===== src/rtl/bit_serial_alu_ctrl.sv =====
// rtl/bit_serial_alu_ctrl.sv - bit-serial sequencer driving one external 1-bit ALU slice, LSB first
module bit_serial_alu_ctrl #(
  parameter int WIDTH = 8
) (
  input  logic             clk,
  input  logic             rst_n,
  input  logic             start,
  input  logic [WIDTH-1:0] a,
  input  logic [WIDTH-1:0] b,
  input  logic [3:0]       op,
  output logic             alu_a,
  output logic             alu_b,
  output logic             alu_cin,
  output logic [3:0]       alu_op,
  input  logic             alu_result,
  input  logic             alu_cout,
  output logic             busy,
  output logic             done,
  output logic             error,
  output logic [WIDTH-1:0] result,
  output logic             zero,
  output logic             carry_out,
  output logic             overflow
);

  localparam int IDXW = (WIDTH > 1) ? $clog2(WIDTH) : 1;
  localparam logic [IDXW-1:0] LAST_IDX = IDXW'(WIDTH - 1);

  typedef enum logic [1:0] {
    S_IDLE = 2'd0,
    S_RUN  = 2'd1,
    S_DONE = 2'd2
  } state_t;

  state_t            state_q, state_d;
  logic [IDXW-1:0]   bit_idx_q, bit_idx_d;
  logic              carry_q, carry_d;
  logic [WIDTH-1:0]  a_q, a_d;
  logic [WIDTH-1:0]  b_q, b_d;
  logic [3:0]        op_q, op_d;
  logic [WIDTH-1:0]  result_q, result_d;
  logic              busy_q, busy_d;
  logic              done_q, done_d;
  logic              error_q, error_d;
  logic              zero_q, zero_d;
  logic              carry_out_q, carry_out_d;
  logic              overflow_q, overflow_d;

  logic              op_legal;
  logic              op_arith;

  // xx11 (SLT) and every unlisted code are rejected
  always_comb begin
    op_legal = 1'b0;
    case (op)
      4'b0000, 4'b0001, 4'b0010, 4'b0110, 4'b1100: op_legal = 1'b1;
      default:                                     op_legal = 1'b0;
    endcase
  end

  // Among legal codes only ADD and SUB select the adder path of the slice
  assign op_arith = (op_q[1:0] == 2'b10);

  always_comb begin
    state_d     = state_q;
    bit_idx_d   = bit_idx_q;
    carry_d     = carry_q;
    a_d         = a_q;
    b_d         = b_q;
    op_d        = op_q;
    result_d    = result_q;
    busy_d      = busy_q;
    done_d      = 1'b0;
    error_d     = 1'b0;
    zero_d      = zero_q;
    carry_out_d = carry_out_q;
    overflow_d  = overflow_q;

    case (state_q)
      S_IDLE: begin
        if (start) begin
          if (op_legal) begin
            a_d       = a;
            b_d       = b;
            op_d      = op;
            bit_idx_d = '0;
            carry_d   = op[2];
            result_d  = '0;
            busy_d    = 1'b1;
            state_d   = S_RUN;
          end else begin
            error_d = 1'b1;
          end
        end
      end

      S_RUN: begin
        result_d[bit_idx_q] = alu_result;
        carry_d             = alu_cout;
        bit_idx_d           = bit_idx_q + IDXW'(1);
        if (bit_idx_q == LAST_IDX) begin
          // carry_q here is the carry into the MSB
          carry_out_d = op_arith & alu_cout;
          overflow_d  = op_arith & (alu_cout ^ carry_q);
          zero_d      = (result_d == '0);
          bit_idx_d   = '0;
          busy_d      = 1'b0;
          done_d      = 1'b1;
          state_d     = S_DONE;
        end
      end

      S_DONE: begin
        state_d = S_IDLE;
      end

      default: begin
        state_d = S_IDLE;
        busy_d  = 1'b0;
      end
    endcase
  end

  always_ff @(posedge clk or negedge rst_n) begin
    if (!rst_n) begin
      state_q     <= S_IDLE;
      bit_idx_q   <= '0;
      carry_q     <= 1'b0;
      a_q         <= '0;
      b_q         <= '0;
      op_q        <= 4'b0000;
      result_q    <= '0;
      busy_q      <= 1'b0;
      done_q      <= 1'b0;
      error_q     <= 1'b0;
      zero_q      <= 1'b0;
      carry_out_q <= 1'b0;
      overflow_q  <= 1'b0;
    end else begin
      state_q     <= state_d;
      bit_idx_q   <= bit_idx_d;
      carry_q     <= carry_d;
      a_q         <= a_d;
      b_q         <= b_d;
      op_q        <= op_d;
      result_q    <= result_d;
      busy_q      <= busy_d;
      done_q      <= done_d;
      error_q     <= error_d;
      zero_q      <= zero_d;
      carry_out_q <= carry_out_d;
      overflow_q  <= overflow_d;
    end
  end

  // Slice inputs are gated so the slice sees quiet zeros whenever no bit is in flight
  assign alu_a     = (state_q == S_RUN) & a_q[bit_idx_q];
  assign alu_b     = (state_q == S_RUN) & b_q[bit_idx_q];
  assign alu_cin   = (state_q == S_RUN) & carry_q;
  assign alu_op    = op_q;

  assign busy      = busy_q;
  assign done      = done_q;
  assign error     = error_q;
  assign result    = result_q;
  assign zero      = zero_q;
  assign carry_out = carry_out_q;
  assign overflow  = overflow_q;

endmodule


===== config.mk =====
export PLATFORM = sky130hd
export DESIGN_NAME = bit_serial_alu_ctrl
export DESIGN_NICKNAME = d
export VERILOG_FILES = /design/src/rtl/bit_serial_alu_ctrl.sv
export SDC_FILE = /design/constraint.sdc
export NUM_CORES = 1
export LEC_CHECK = 0
export ABC_AREA = 1
export BUFFER_PORTS_ARGS = -buffer_cell sky130_fd_sc_hd__buf_2
export CAP_MARGIN = 0
export CORE_MARGIN = 4
export CORE_UTILIZATION = 40
export CTS_CLUSTER_SIZE = 14
export DETAILED_ROUTE_END_ITERATION = 7
export SYNTH_ARGS = -nofsm -noshare
export SYNTH_HDL_FRONTEND = slang
export SYNTH_SLANG_ARGS = --single-unit

===== constraint.sdc =====
create_clock -name clk -period 4.37 [get_ports clk]
set_clock_uncertainty 0.2 [all_clocks]
set_input_delay 0.2185 -clock clk [delete_from_list [all_inputs] [get_ports clk]]
set_output_delay 0.2185 -clock clk [all_outputs]
set_load 0.1 [all_outputs]

==> results.yml <==
cts:
  numCtsBuffers: 5
  ctsHoldBuffers: 20
  postCtsSetupBuffers: 0
  cts-resized-gates: 0
  clkTransAtPathRegs_ns: 0.07
  clock_path_buffers: 2
  cts_root_buf: "clkbuf_8"
  worstSkewPairLatency_ns: 0.29
  htreeDepth: 2
  clkSinkCount: 40
  cts_tree: "built"
logic_synthesis:
  ys.warnings.count: 0
  ys.flop_type: "dfrtp_1"
  yosysTopAreaCell: "dfrtp_1"
  synth_top_area_share_pct: 51.5
  syn_inst: 253
  async_flop_share_pct: 100
  synth_cell_types: 21
  syn_avg_cell_area_um2: 7.69
  ys_seq_area_share_pct: 51.5
  synth_area_leaders: "dfrtp_1, nand2_1, o21ai_0, nand3_1, inv_1"
  syn_nets: 280
  synth_edf_count: 0
  syn_area_um2: 1940
  synth_seq_cells: 40
global_route:
  antenna_found_initial: 0
  track_usage_pct: 15.7
  grt_pass1_wl_mm: 7.62
  grt_max_degree: 41
  grt_pass1_vias: 1702
  grt_overflow: 0
critical_path:
  worstPathMaxFanout: 17
  reg2reg_depth: 8
  reg2reg_from: "bit_idx_q[0]"
  r2r_setup_slack_ns: 2.40
  setup.worst_path.start: "bit_idx_q[0]"
  rr_endpoint: "zero"
  cp-end-kind: "output port"
  worstPathRequired_ns: 3.95
  crit_arrival_ns: 2.07
  crit_type: "reg -> out"
  startpoint_type: "flop"
sta:
  slew_viol_final: 0
  fmax_mhz: 401
  tightest_slew_ns: 0.868
  tns_ns: 0
  fin_worst_hold_slack_ns: 0.0109
  min_period_ns: 2.49
  finalHoldViolCount: 0
  relSlewSlack_pct: 42.1
  period_share_pct: 57.0
  rsz0062_at_grt: "false"
  setup_viol: 0
place:
  hpwl_mm: 2.99
  io_buffers: 45
  dpl_cell_area_um2: 2200
  place_congestion: 0.741
layout:
  drive_gt1_share_pct: 17.7
  fin_nets: 343
  fin_area_um2: 2490
  area_growth_pct: 28.1
  n_antenna_cell: 0
detailed_routing:
  antenna_left: 0
  wl_per_cell_um: 11.2
  drc: 0
  num_vias: 1761
  wl_mm: 4.30
  vias_per_cell: 4.59
  dr.pass1.iters: 5
  drt_first_iter_violations: 65
hold_path:
  hold_start: "alu_cout"
  min_path_cells: 3
  hold_end: "carry_out"
  hold_path_class: "in -> reg"
run:
  cap_violations: 0
die:
  placementRows: 25
  ios: 46
  coreArea_um2: 4720
  fp.dieW_um: 77.7
  die_area_um2: 6040
  start_util_pct: 41.2
  die_h_um: 77.7
status:
  status: "complete, no violations"
-- cell usage after synthesis, types with 2 or more instances --
library cell and number:
buf_2 5, a21oi_1 11, dfrtp_1 40, o21ai_0 21, inv_1 17, nand2_1 117
nand4_1 4, ha_1 2, nand3_1 14, o21ai_2 2, nor2_1 10
-- critical path: stages (launching register included) --
cell,delay [ns]
dfrtp_1,0.56
inv_2,0.29
nand2_1,0.08
a21oi_1,0.12
o21ai_0,0.10
a21oi_1,0.17
buf_2,0.45
-- logic make-up after synthesis --
| group | after synthesis | synth area share, % |
|---|---|---|
| buffers and inverters | 28 | 6.50 |
| adder cells (fa/ha/maj) | 2 | 1.29 |
| AND/OR/NAND/NOR | 147 | 30.8 |
| AO/OA/AOI/OAI | 36 | 9.91 |
| flip-flops | 40 | 51.5 |
-- cell usage in the layout (no fill, tap or decap) --
cell type      count
nand4_4            1
inv_1             17
nand4_1            4
nor2_1            10
buf_2             45
a21oi_1           11
and3_1             1
nand3_1           14
dfrtp_1           40
clkbuf_1           2
ha_1               2
inv_4              1
o21ai_2            2
nand2_1          117
clkbuf_8           6
dlygate4sd3_1     20
inv_2              1
o21bai_1           1
o21ai_0           21
o31ai_1            1
-- registers in the layout, summed over array words and instances (netlist names) --
signal / count
busy: 1
carry_q: 1
alu_op: 4
a_q: 8
state_q: 2
bit_idx_q: 3
carry_out: 1
result: 8
b_q: 8
error: 1
overflow: 1
zero: 1
done: 1
-- stage by stage --
step	instances	worst slack (ns)	utilization (%)
after floorplan	253	1.47	-
after global placement	356	2.22	46.6
after detailed placement	356	2.17	46.6
after CTS	384	1.85	52.7
after global routing	384	1.67	52.7
final	384	1.88	52.7
-- routing by layer --
layer	up-vias	share of wire (%)	wire (um)	track usage, %
li1	932	-	-	-
met1	778	47	2010	20.3
met2	44	46	1990	25.3
met3	7	5.5	235	4.29
met4	0	1.4	59	5.34
met5	-	0	0	0
-- worst max path at each step --
stage | end | depth (start not counted) | slack, ns
2_1_floorplan | alu_b | 7 | 1.47
3_3_place_gp | alu_a | 6 | 2.22
3_5_place_dp | alu_b | 6 | 2.17
4_1_cts | alu_b | 6 | 1.85
5_1_grt | alu_a | 6 | 1.67
6_report | alu_b | 6 | 1.88
-- layout make-up --
type                            instances  area (um^2)
Multi-Input combinational cell        185          817
Timing Repair Buffer                   65          425
Sequential cell                        40         1000
Fill cell                             483         2230
Inverter                               19         73.8
Clock buffer                            8         90.1
Tap cell                               67         83.8
Power is not shown: default switching activity piles up to over one toggle a cycle in this logic, so the estimate is an artifact.
